## config.mk

```make
export PLATFORM = sky130hd
export DESIGN_NAME = mult_div_iter_flat
export DESIGN_NICKNAME = d
export VERILOG_FILES = /design/src/rtl/mult_div_iter_if.sv /design/src/rtl/mult_div_iter.sv /design/src/flat_wrapper.sv
export SDC_FILE = /design/constraint.sdc
export NUM_CORES = 1
export LEC_CHECK = 0
export BUFFER_PORTS_ARGS = -buffer_cell sky130_fd_sc_hd__buf_2
export CORE_ASPECT_RATIO = 0.5
export CORE_MARGIN = 10
export CORE_UTILIZATION = 66
export DETAILED_ROUTE_END_ITERATION = 10
export PLACE_DENSITY = 0.87
export SYNTH_ARGS = -nofsm -noshare
export SYNTH_HDL_FRONTEND = slang
export SYNTH_SLANG_ARGS = --single-unit
```

## constraint.sdc

```tcl
create_clock -name clk -period 5.05 [get_ports clk]
set_clock_uncertainty 0.2 [all_clocks]
set_input_delay 1.01 -clock clk [delete_from_list [all_inputs] [get_ports clk]]
set_output_delay 1.01 -clock clk [all_outputs]
set_load 0.01 [all_outputs]
```

## src/rtl/mult_div_iter_if.sv

```systemverilog
`default_nettype none
// +----------------------------------------------------------------+
// | mult_div_iter_if: start/busy/done handshake and Hi/Lo results  |
// | Revision 1.0                                                   |
// +----------------------------------------------------------------+
interface mult_div_iter_if #(
  parameter int WIDTH = 32
);
  logic             start;
  logic [1:0]       op;
  logic [WIDTH-1:0] a;
  logic [WIDTH-1:0] b;
  logic             busy;
  logic             done;
  logic [WIDTH-1:0] hi;
  logic [WIDTH-1:0] lo;
  logic             div_zero;

  modport master (
    output start, op, a, b,
    input  busy, done, hi, lo, div_zero
  );

  modport slave (
    input  start, op, a, b,
    output busy, done, hi, lo, div_zero
  );
endinterface
`default_nettype wire

```

## src/rtl/mult_div_iter.sv

```systemverilog
`default_nettype none
// +----------------------------------------------------------------+
// | mult_div_iter: iterative signed/unsigned MULT/DIV into Hi/Lo   |
// | Revision 1.0                                                   |
// +----------------------------------------------------------------+
module mult_div_iter #(
  parameter int WIDTH = 32,
  parameter int CNT_W = $clog2(WIDTH + 1)
) (
  input  wire logic      clk,
  input  wire logic      reset,
  mult_div_iter_if.slave bus
);

  localparam logic [CNT_W-1:0] LAST_CNT = CNT_W'(WIDTH - 1);

  typedef enum logic [1:0] {
    IDLE   = 2'd0,
    CALC   = 2'd1,
    ADJUST = 2'd2,
    DONE   = 2'd3
  } state_t;

  state_t state;
  state_t state_next;

  logic [2*WIDTH-1:0] acc;
  logic [WIDTH-1:0]   opnd;
  logic [CNT_W-1:0]   count;
  logic               is_div;
  logic               neg_q;
  logic               neg_r;
  logic [WIDTH-1:0]   hi;
  logic [WIDTH-1:0]   lo;
  logic               div_zero;

  logic               busy;
  logic               done;
  logic               accept;
  logic               divide_by_zero;
  logic               is_signed;
  logic [WIDTH-1:0]   mag_a;
  logic [WIDTH-1:0]   mag_b;
  logic [WIDTH:0]     mul_sum;
  logic [WIDTH:0]     div_shift;
  logic [WIDTH:0]     div_diff;
  logic               div_ge;
  logic [2*WIDTH-1:0] prod_fix;
  logic [WIDTH-1:0]   quo_fix;
  logic [WIDTH-1:0]   rem_fix;

  always_comb begin
    is_signed      = ~bus.op[0];
    mag_a          = (is_signed && bus.a[WIDTH-1]) ? -bus.a : bus.a;
    mag_b          = (is_signed && bus.b[WIDTH-1]) ? -bus.b : bus.b;
    divide_by_zero = bus.op[1] && (bus.b == '0);
    accept         = bus.start && ((state == IDLE) || (state == DONE));
    mul_sum        = {1'b0, acc[2*WIDTH-1:WIDTH]} + (acc[0] ? {1'b0, opnd} : '0);
    div_shift      = {acc[2*WIDTH-1:WIDTH], acc[WIDTH-1]};
    // Partial remainder is below the divisor, so the W+1-bit difference never overflows.
    div_diff       = div_shift - {1'b0, opnd};
    div_ge         = ~div_diff[WIDTH];
    prod_fix       = neg_q ? -acc : acc;
    quo_fix        = neg_q ? -acc[WIDTH-1:0] : acc[WIDTH-1:0];
    rem_fix        = neg_r ? -acc[2*WIDTH-1:WIDTH] : acc[2*WIDTH-1:WIDTH];
  end

  always_ff @(posedge clk) begin
    if (!reset) begin
      state <= IDLE;
    end else begin
      state <= state_next;
    end
  end

  always_comb begin
    state_next = state;
    busy       = 1'b0;
    done       = 1'b0;
    case (state)
      IDLE: begin
        if (accept) begin
          state_next = divide_by_zero ? DONE : CALC;
        end
      end
      CALC: begin
        busy = 1'b1;
        if (count == '0) begin
          state_next = ADJUST;
        end
      end
      ADJUST: begin
        busy       = 1'b1;
        state_next = DONE;
      end
      DONE: begin
        done = 1'b1;
        if (accept) begin
          state_next = divide_by_zero ? DONE : CALC;
        end else begin
          state_next = IDLE;
        end
      end
      default: state_next = IDLE;
    endcase
  end

  always_ff @(posedge clk) begin
    if (!reset) begin
      acc      <= '0;
      opnd     <= '0;
      count    <= '0;
      is_div   <= 1'b0;
      neg_q    <= 1'b0;
      neg_r    <= 1'b0;
      hi       <= '0;
      lo       <= '0;
      div_zero <= 1'b0;
    end else begin
      case (state)
        IDLE, DONE: begin
          if (accept) begin
            is_div   <= bus.op[1];
            neg_q    <= is_signed && (bus.a[WIDTH-1] ^ bus.b[WIDTH-1]);
            neg_r    <= is_signed && bus.op[1] && bus.a[WIDTH-1];
            count    <= LAST_CNT;
            div_zero <= divide_by_zero;
            // Multiplier sits in the low half and is consumed LSB first;
            // for divide the dividend sits there and is consumed MSB first.
            if (bus.op[1]) begin
              acc  <= {{WIDTH{1'b0}}, mag_a};
              opnd <= mag_b;
            end else begin
              acc  <= {{WIDTH{1'b0}}, mag_b};
              opnd <= mag_a;
            end
          end
        end
        CALC: begin
          count <= count - 1'b1;
          if (is_div) begin
            acc <= {(div_ge ? div_diff[WIDTH-1:0] : div_shift[WIDTH-1:0]),
                    acc[WIDTH-2:0], div_ge};
          end else begin
            acc <= {mul_sum, acc[WIDTH-1:1]};
          end
        end
        ADJUST: begin
          if (is_div) begin
            hi <= rem_fix;
            lo <= quo_fix;
          end else begin
            hi <= prod_fix[2*WIDTH-1:WIDTH];
            lo <= prod_fix[WIDTH-1:0];
          end
        end
        default: ;
      endcase
    end
  end

  assign bus.busy     = busy;
  assign bus.done     = done;
  assign bus.hi       = hi;
  assign bus.lo       = lo;
  assign bus.div_zero = div_zero;

endmodule
`default_nettype wire
```

## src/flat_wrapper.sv

```systemverilog
// flat-port wrapper written by rule: the top's interface ports become plain ports
module mult_div_iter_flat 
#(
  parameter int WIDTH = 32,
  parameter int CNT_W = $clog2(WIDTH + 1)
)
  (clk, reset, bus_start, bus_op, bus_a, bus_b, bus_busy, bus_done, bus_hi, bus_lo, bus_div_zero);
  mult_div_iter_if #(.WIDTH(WIDTH)) bus_i ();
  input  wire logic clk;
  input  wire logic reset;
  input wire logic [$bits(bus_i.start)-1:0] bus_start;
  input wire logic [$bits(bus_i.op)-1:0] bus_op;
  input wire logic [$bits(bus_i.a)-1:0] bus_a;
  input wire logic [$bits(bus_i.b)-1:0] bus_b;
  output wire logic [$bits(bus_i.busy)-1:0] bus_busy;
  output wire logic [$bits(bus_i.done)-1:0] bus_done;
  output wire logic [$bits(bus_i.hi)-1:0] bus_hi;
  output wire logic [$bits(bus_i.lo)-1:0] bus_lo;
  output wire logic [$bits(bus_i.div_zero)-1:0] bus_div_zero;
  assign bus_i.start = bus_start;
  assign bus_i.op = bus_op;
  assign bus_i.a = bus_a;
  assign bus_i.b = bus_b;
  assign bus_busy = bus_i.busy;
  assign bus_done = bus_i.done;
  assign bus_hi = bus_i.hi;
  assign bus_lo = bus_i.lo;
  assign bus_div_zero = bus_i.div_zero;
  mult_div_iter #(.WIDTH(WIDTH), .CNT_W(CNT_W)) u_core (.clk(clk), .reset(reset), .bus(bus_i));
endmodule
```

### Yosys cells after proc, flatten, opt, wreduce, memory -nomap -nowiden

Index checks and enable logic that the tools add are counted.

* bits in registers: 172
* input bits: 69
* output and inout bits: 67
* logic and storage cells: 67

* add/sub/neg operators: 8
* eq/ne operators: 6
* muxes and demuxes: 23
* bitwise logic cells: 3
* reductions and logical operators: 17

Operators with widths (number)
* 2-to-1 mux 32 bit: 10
* 2-to-1 mux 64 bit: 3
* negation 32 bit: 4
* one-hot mux 64 bit (2 select lines): 1
* negation 64 bit: 1
* adder 32 x 33 -> 33 bit: 1
* subtractor 33 x 32 -> 33 bit: 1
* logical NOT 32 bit: 1
* one-hot mux 6 bit (2 select lines): 1
* 2-to-1 mux 2 bit: 4
* one-hot mux 2 bit (4 select lines): 1
* logical AND 1 bit: 7
* logical NOT 6 bit: 1
* 2-to-1 mux 6 bit: 1
* != test 2 x 1 -> 1 bit (second input constant): 3
* AND reduction 2 bit: 3
* subtractor 6 x 1 -> 6 bit (second input constant): 1
* equality test 2 bit (second input constant): 2
* OR reduction 2 bit: 2
* equality test 2 x 1 -> 1 bit (second input constant): 1
* logical NOT 2 bit: 1
* 2-to-1 mux 1 bit: 2
* inverter 1 bit: 2
* nonzero test 2 bit: 1
* 2 further kinds: 2

### Depth between registers and ports, before layout

Gate-level depths: netlist of run 1.

* depth after elaboration: 6
* depth in mapped cells: 15
* gate-level depth less buffers: 14

### Worst setup path before layout of run 1

Ideal clock, no wire load.

* kind: register -> register
* from: register u_core.acc[32]
* to: register u_core.acc[53]
* setup time: 117 ps
* arrival: 3086 ps
* setup slack: 1647 ps
* stages on the path, launching flop included: 14
* path buffers: 2
* clock period less this slack: 3403 ps
* cell sequence: dfxtp_1 -> clkbuf_1 -> inv_1 -> fa_1 -> nand2b_1 -> a21oi_1 -> o21ai_1 -> nand3b_1 -> a22oi_1 -> a31oi_1 -> xnor2_1 -> buf_2 -> o211ai_1 -> a32o_1

* longest elaborated chain between the ends: 4
* elaborated cells between the ends (all ways): 5
* classes of those cells: add/sub: 2; mux: 3

RTL lines
* start: declaration: RTL line mult_div_iter.sv:27 `logic [2*WIDTH-1:0] acc;`
* start signal: assignment: RTL line mult_div_iter.sv:131 `acc <= {{WIDTH{1'b0}}, mag_a};`
* start signal: assignment: RTL line mult_div_iter.sv:134 `acc <= {{WIDTH{1'b0}}, mag_b};`
* start signal: assignment: RTL line mult_div_iter.sv:142 `acc <= {(div_ge ? div_diff[WIDTH-1:0] : div_shift[WIDTH-1:0]),`
* subtractor 33 x 32 -> 33 bit: RTL line mult_div_iter.sv:61 `div_diff = div_shift - {1'b0, opnd};`
* 2-to-1 mux 32 bit: RTL line mult_div_iter.sv:142
* 2-to-1 mux 64 bit *: RTL line mult_div_iter.sv:141 `if (is_div) begin`
* one-hot mux 64 bit (2 select lines) *: RTL line mult_div_iter.sv:120 `case (state)`

Mark *: on every way between the ends. The rest lies on a longest branch, timed or not.
A chain may end at the register's enable or synchronous reset.

### Final worst setup path of run 1

* from: register u_core.acc[32]
* to: register u_core.acc[41]

The elaborated chain is that of the path after synthesis.

==> out/qor_table.md, run 1 <==
| Quantity | Value | Unit |
| --- | --- | --- |
| Placement-stage cell area | 0.0151 | sq mm |
| Most common cell after layout, fill and taps aside | nand2_1 | - |
| Final-report setup violation count | 0 | - |
| Hold buffer count at CTS | 0 | - |
| Arrival time at the worst endpoint | 4250 | ps |
| Number of flops mapped to enable cells by yosys | 0 | - |
| Relative slew slack | 11.2 | % |
| Vias | 14698 | - |
| Total of fill cells in the finished design | 1762 | - |
| Final number of max-transition violations | 0 | - |
| Routability-driven placement congestion ratio | 0.985 | - |
| Critical setup path kind | flip-flop to flip-flop | - |
| Antenna violations before repair | 0 | - |
| PnR worst setup slack | 928 | ps |
| Area of the core region | 0.0215 | sq mm |
| Wirelength, routed | 47.0 | mm |
| Fmax | 243 | MHz |
| Share of final-layout standard cells stronger than drive strength 1 | 12.3 | % |
| Setup slack at placement | 1070 | ps |
| Initial Utilization | 66.7 | % |
| Ys flop type | dfxtp_1 | - |
| Final instance area | 0.0157 | sq mm |
| Class of the worst hold path | flip-flop to flip-flop | - |
| Total setup buffers inserted after CTS | 0 | - |
| Count of buffers inserted at the top-level ports | 135 | - |
| Fin Setup TNS | 0 | ps |
| Total Power | 6.83 | mW |
| CP Data Required Time | 5180 | ps |
| Maximum fanout encountered on the critical timing path | 38 | - |
| Run status | finished clean | - |
| Final count of hold timing violations | 0 | - |
| Leakage power | 7.10 | nW |
| Insertion delay to the later sink of the worst-skew pair | 450 | ps |
| First-pass DRT Iterations | 6 | - |
| Post-Synthesis Net Count | 2051 | - |
| Number of register bits inferred by synthesis | 172 | - |
| Number of CTS-inserted buffers | 17 | - |
| Post-synthesis to final-layout area growth | 9.59 | % |
| Synthesized area per cell | 7.54 | sq um |
| Register-to-Register Setup Slack | 930 | ps |
| Tightest Pin Transition | 1330 | ps |
| Clock tree root buffer cell | clkbuf_16 | - |
| Total routing resource utilization after global routing | 31.4 | % |
| Max clock buf depth | 2 | - |
| Placed Instances | 2239 | - |
| P per Cell Area | 434 | mW/mm^2 |
| Final-stage net count | 2104 | - |
| Element type at the critical path start | flip-flop | - |
| Die W | 229 | um |
| Antenna fix cells | 0 | - |
| Number of global-route vias before repair | 13750 | - |
| Row count | 38 | - |
| Category of the worst setup path capture point | flip-flop | - |
| CP peak stage delay | 570 | ps |
| Share of the cycle needed by the critical path after routing | 81.6 | % |
| Cell chain of the critical path | inv_1 -> fa_1 -> nand2b_1 -> a21oi_1 -> o21ai_1 -> nand3b_1 -> a22oi_1 -> a31oi_1 -> xnor2_2 -> buf_12 -> mux2i_1 -> nor2_1 -> a221o_1 | - |
| Most frequent cells in the layout | nand2_1 (232), dfxtp_1 (171), nor2_1 (160), a21oi_1 (157), buf_2 (134) | - |
| Min Tclk post-route | 4120 | ps |
| Total number of yosys warnings | 0 | - |
| Number of unique standard cell types used by synthesis | 84 | - |
| Area of the die | 0.0284 | sq mm |
| Post-detailed-route via-to-cell ratio | 6.47 | - |
| Number of sinks on the clock net | 172 | - |
| RSZ-0062 raised after global routing | no | - |
| Worst-path clk slew | 70 | ps |
| Iter 0 DRT Violations | 1922 | - |
| Antenna-violating nets left | 0 | - |
| Cell with the largest stage delay on the worst path | dfxtp_1 | - |
| Number of H-tree branching levels | 4 | - |
| Fin cells | 2270 | - |
| Pin count of the biggest net entering global routing | 73 | - |
| Share of synthesized flip-flops with an asynchronous set or reset | 0 | % |
| Post-synthesis cell count | 1905 | - |
| Placed wire-length estimate after detailed placement | 35.0 | mm |
| Total overflow reported by the global router | 0 | - |
| DRC | 0 | - |
| Max-cap violations | 0 | - |
| Sequential-to-total area share from yosys stat | 24.0 | % |
| Synthesized area | 0.0144 | sq mm |
| Vertical extent of the die | 124 | um |
| TritonCTS clock tree | built | - |
| Average wire per cell in the routed design | 20.7 | um |
| Count of boundary I/O pins | 136 | - |
| Global-route wire length before repair | 73.9 | mm |
| Post-cts resize count | 0 | - |
| Max VDD drop | 0.332 | mV |
-- critical path: cells and delay by family (launching register included) --
| family | cells | cell delay, ps |
|---|---|---|
| and+or+nand+nor | 3 | 430 |
| buffers and inverters | 2 | 440 |
| muxes | 1 | 200 |
| DFF | 1 | 570 |
| xor gates and xnor gates | 1 | 400 |
| adders and majority gates | 1 | 450 |
| AOI/OAI and AO/OA | 5 | 1290 |
-- sequential cells by signal, summed over array words and instances, names as in the netlist --
name                 flops
u_core.neg_r             1
u_core.neg_q             1
u_core.opnd             32
u_core.bus.div_zero      1
u_core.is_div            1
u_core.bus.lo           32
u_core.bus.hi           32
u_core.state             2
u_core.acc              64
u_core.count             6
-- synth_stat cells, drive strengths merged, types with 4 or more instances --
cell type	n	area [sq um]
nand4	8	50.1
a211o	4	35.0
and3	8	50.1
nor3	31	160
o221ai	6	52.6
nand2b	21	131
ha	75	938
o21bai	9	71.3
o31ai	21	163
nor2	160	601
nor4	23	150
o211a	68	681
o41ai	9	93.8
nor3b	4	30.0
a21boi	23	173
clkbuf	105	394
o21a	12	90.1
mux2	29	327
o311ai	4	35.0
nand3b	14	118
a21o	32	240
xnor2	85	744
o211ai	46	345
a22oi	21	158
dfxtp	172	3440
nor2b	27	169
a211oi	27	203
a21oi	157	786
or3	11	83.8
mux2i	25	250
nand3	27	135
a41oi	4	35.0
o21ai	133	666
or4	10	78.8
xor2	93	815
nand2	233	875
inv	69	259
buf	20	101
and2	19	121
a31oi	18	113
-- path summary, 6_finish.rpt --
| check | endpoint | from | cells past startpoint |
|---|---|---|---|
| worst max-delay path | u_core.acc[41] | u_core.acc[32] | 13 |
| worst min-delay path | u_core.opnd[30] | u_core.opnd[30] | 2 |
| worst max register to register | u_core.acc[41] | u_core.acc[32] | 13 |
| worst min register to register | u_core.opnd[30] | u_core.opnd[30] | 2 |
-- stage by stage --
| step | hold WS (ps) | utilization, % |
|---|---|---|
| 3_3_place_gp | 238 | 70.3 |
| 6_report | 258 | 73.1 |
| 4_1_cts | 257 | 73.1 |
| 5_1_grt | 279 | 73.1 |
| 2_1_floorplan | 231 | - |
| 3_5_place_dp | 249 | 70.3 |
-- routing by layer --
| layer | up-vias | track usage (%) | wire length (um) |
|---|---|---|---|
| met2 | 715 | 49.2 | 20900 |
| li1 | 6959 | - | - |
| met4 | 0 | 10.9 | 1520 |
| met3 | 107 | 5.43 | 4380 |
| met1 | 6917 | 42.8 | 20200 |
| met5 | - | 0 | 0 |
-- report_power, final --
part | total, mW | leakage (nW) | switching [mW] | internal (mW)
registers | 2.05 | 1.41 | 0.365 | 1.68
clock network | 1.39 | 0.289 | 0.639 | 0.747
logic | 3.40 | 5.41 | 2.12 | 1.28
total | 6.83 | 7.10 | 3.12 | 3.71
-- logic make-up (layout without fill, tap and decap cells) --
group	Yosys count	in the layout	synth area share, %
AO/OA/AOI/OAI	623	623	29.3
AND/OR/NAND/NOR	607	607	19.8
buffers and inverters	194	259	5.25
XOR/XNOR	178	178	10.9
flip-flops	172	172	24.0
adder cells (fa/ha/maj)	77	77	6.81
multiplexers	54	54	4.02
-- area by class of cell --
cell class,instances,area [sq um],share of cell area (%)
multi-input combinational,1539,10200,64.7
timing repair buffer,159,871,5.53
tap,300,375,2.39
clock inverter,14,173,1.10
inverter,69,259,1.65
clock buffer,17,425,2.70
sequential,172,3440,21.9
Power figures use the tool's default switching activity.
==> run 2, diff against run 1 <==
--- a/config.mk
+++ b/config.mk
@@ -8,9 +8,9 @@
 export BUFFER_PORTS_ARGS = -buffer_cell sky130_fd_sc_hd__buf_2
 export CORE_ASPECT_RATIO = 0.5
 export CORE_MARGIN = 10
-export CORE_UTILIZATION = 66
+export CORE_UTILIZATION = 55
 export DETAILED_ROUTE_END_ITERATION = 10
-export PLACE_DENSITY = 0.87
+export PLACE_DENSITY = 0.78
 export SYNTH_ARGS = -nofsm -noshare
 export SYNTH_HDL_FRONTEND = slang
 export SYNTH_SLANG_ARGS = --single-unit
==> constraint.sdc (replaced) <==
create_clock -name clk -period 3.5 [get_ports clk]
set_clock_uncertainty 0.2 [all_clocks]
set_input_delay 0.7 -clock clk [delete_from_list [all_inputs] [get_ports clk]]
set_output_delay 0.7 -clock clk [all_outputs]
set_load 0.01 [all_outputs]
==> run 2 against run 1 <==
Effect of this change: the flow now finishes with violations (negative setup slack); non-clock buffer count increased by 101; sequential power increased by 40%; sequential share of layout area decreased by 1.3 points; register-to-register slack got worse by 960 ps; global-route usage decreased by 5.1 points; worst hold slack got worse by 4.3 ps; count of clock-buffer cells in the layout increased by 1; final cell count increased by 6.4%; critical endpoint is now u_core.acc[62]; largest cell class unchanged.
==> out/qor_table.md, run 2 (same netlist as run 1, synthesis figures left out) <==
| Quantity | Value | Unit |
| --- | --- | --- |
| Placed Instances | 2370 | - |
| Insertion delay to the later sink of the worst-skew pair | 460 | ps |
| Fmax | 283 | MHz |
| Global-route wire length before repair | 72.7 | mm |
| Class of the worst hold path | flip-flop to flip-flop | - |
| Max VDD drop | 0.345 | mV |
| Cell with the largest stage delay on the worst path | dfxtp_4 | - |
| Area of the die | 0.0334 | sq mm |
| Routability-driven placement congestion ratio | 1.00 | - |
| Run status | finished, violations left | - |
| Vias | 15117 | - |
| Min Tclk post-route | 3540 | ps |
| Vertical extent of the die | 134 | um |
| Clock tree root buffer cell | clkbuf_16 | - |
| Hold Worst Slack | 254 | ps |
| Total Power | 9.97 | mW |
| Antenna violations before repair | 1 | - |
| Fin Setup TNS | -36.3 | ps |
| Total overflow reported by the global router | 0 | - |
| Max-cap violations | 0 | - |
| Number of global-route vias before repair | 13683 | - |
| Worst-path clk slew | 70 | ps |
| Antenna-violating nets left | 0 | - |
| Final-report setup violation count | 1 | - |
| Wirelength, routed | 47.2 | mm |
| Kind of cell adding the most delay to the critical path | compound AO/OA/AOI/OAI gates | - |
| Critical Path Stages | 15 | - |
| Share of final-layout standard cells stronger than drive strength 1 | 17.8 | % |
| Placed wire-length estimate after detailed placement | 35.4 | mm |
| Category of the worst setup path capture point | flip-flop | - |
| Cells on worst reg2reg path | 15 | - |
| Final-stage net count | 2205 | - |
| Number of H-tree branching levels | 4 | - |
| Tightest Pin Transition | 696 | ps |
| Final number of max-transition violations | 0 | - |
| Maximum fanout encountered on the critical timing path | 14 | - |
| Die W | 249 | um |
| Post-synthesis to final-layout area growth | 16.6 | % |
| Register ranked first by flip-flop count | u_core.acc | - |
| Total routing resource utilization after global routing | 26.3 | % |
| Critical setup path kind | flip-flop to flip-flop | - |
| Pin count of the biggest net entering global routing | 70 | - |
| Iter 0 DRT Violations | 1931 | - |
| Max clock buf depth | 2 | - |
| Number of CTS-inserted buffers | 17 | - |
| Setup slack at placement | 3.22 | ps |
| Area of the core region | 0.0254 | sq mm |
| Most common cell after layout, fill and taps aside | nand2_1 | - |
| Final count of hold timing violations | 0 | - |
| Arrival time at the worst endpoint | 3650 | ps |
| Number of buffer and inverter stages on the critical path | 3 | - |
| Relative slew slack | 53.6 | % |
| Cell chain of the critical path | clkinvlp_4 -> buf_12 -> nor2_2 -> ha_1 -> o211ai_1 -> o211ai_1 -> a21oi_2 -> buf_4 -> o2111a_2 -> nor3_2 -> a211o_1 -> o2111ai_2 -> a211oi_2 -> a31oi_1 -> o221ai_1 | - |
| Post-detailed-route via-to-cell ratio | 6.26 | - |
| Hold buffer count at CTS | 0 | - |
| Leakage power | 7.64 | nW |
| First-pass DRT Iterations | 6 | - |
| PnR worst setup slack | -36.3 | ps |
| Fin cells | 2415 | - |
| TritonCTS clock tree | built | - |
| Count of buffers inserted at the top-level ports | 135 | - |
| Share of the cycle needed by the critical path after routing | 101 | % |
| Worst hold path depth | 2 | - |
| Row count | 41 | - |
| Number of flip-flops in the largest register | 64 | - |
| Most repeated library cell on the critical path | o211ai_1 | - |
| Initial Utilization | 56.4 | % |
| CP Data Required Time | 3620 | ps |
| P per Cell Area | 595 | mW/mm^2 |
| Average wire per cell in the routed design | 19.5 | um |
| DRC | 0 | - |
| Count of boundary I/O pins | 136 | - |
| CP peak stage delay | 370 | ps |
| Number of sinks on the clock net | 172 | - |
| Most frequent cells in the layout | nand2_1 (232), dfxtp_1 (170), nor2_1 (158), a21oi_1 (152), buf_2 (134) | - |
| Violated checks | negative setup slack | - |
| Element type at the critical path start | flip-flop | - |
## run 2: changes by cell type in the layout (fill, tap and decap cells not counted), moves of 4 or more
| cell | change |
|---|---|
| buf_4 | +97 |
| a21oi_2 | +5 |
| ha_1 | -4 |
| a21oi_1 | -5 |
## run 2: cell type report
cell class,instances,area [sq um]
clock buffer,18,429
inverter,69,263
timing repair buffer,260,1680
clock inverter,12,136
tap,344,430
antenna,1,2.50
fill,2274,8700
sequential,172,3450
multi-input combinational,1539,10400
## run 2: repair_timing
action | 4_1_cts | 5_1_grt
setup endpoints to repair | 1 | 30
gates resized for setup | 1 | 36
setup buffers | 0 | 12
cloned | 0 | 2
pin swaps | 0 | 23
## run 2: report_power, final
part	switching [mW]	internal, mW
registers	0.427	2.43
clock network	0.901	0.998
logic	3.13	2.08
## run 2: path summary, 6_finish.rpt
path	from	endpoint	slack, ps
setup / recovery	u_core.acc[0]	u_core.acc[62]	-40
hold / removal	u_core.opnd[27]	u_core.opnd[27]	250
setup reg to reg	u_core.acc[0]	u_core.acc[62]	-40
hold reg to reg	u_core.opnd[27]	u_core.opnd[27]	250
## run 2: worst min-delay path, delay by kind of cell, from the launching register on
kind | cells | cell delay [ps]
AND/OR/NAND/NOR | 1 | 50
AO/OA/AOI/OAI | 1 | 50
flip-flops | 1 | 310
## run 2: per-layer routing
metal / track usage (%) / part of all wire [%]
met3: 6.54 / 9.8
met2: 42.3 / 45
met4: 9.09 / 3.2
met1: 33.8 / 42
met5: 0 / 0
## run 2: through the flow
stage / utilization [%] / cell area, sq um
floorplan: - / 14400
global placement: 62.3 / 15900
detailed placement: 62.3 / 15900
CTS: 64.6 / 16400
global route: 65.8 / 16700
finish: 65.8 / 16700
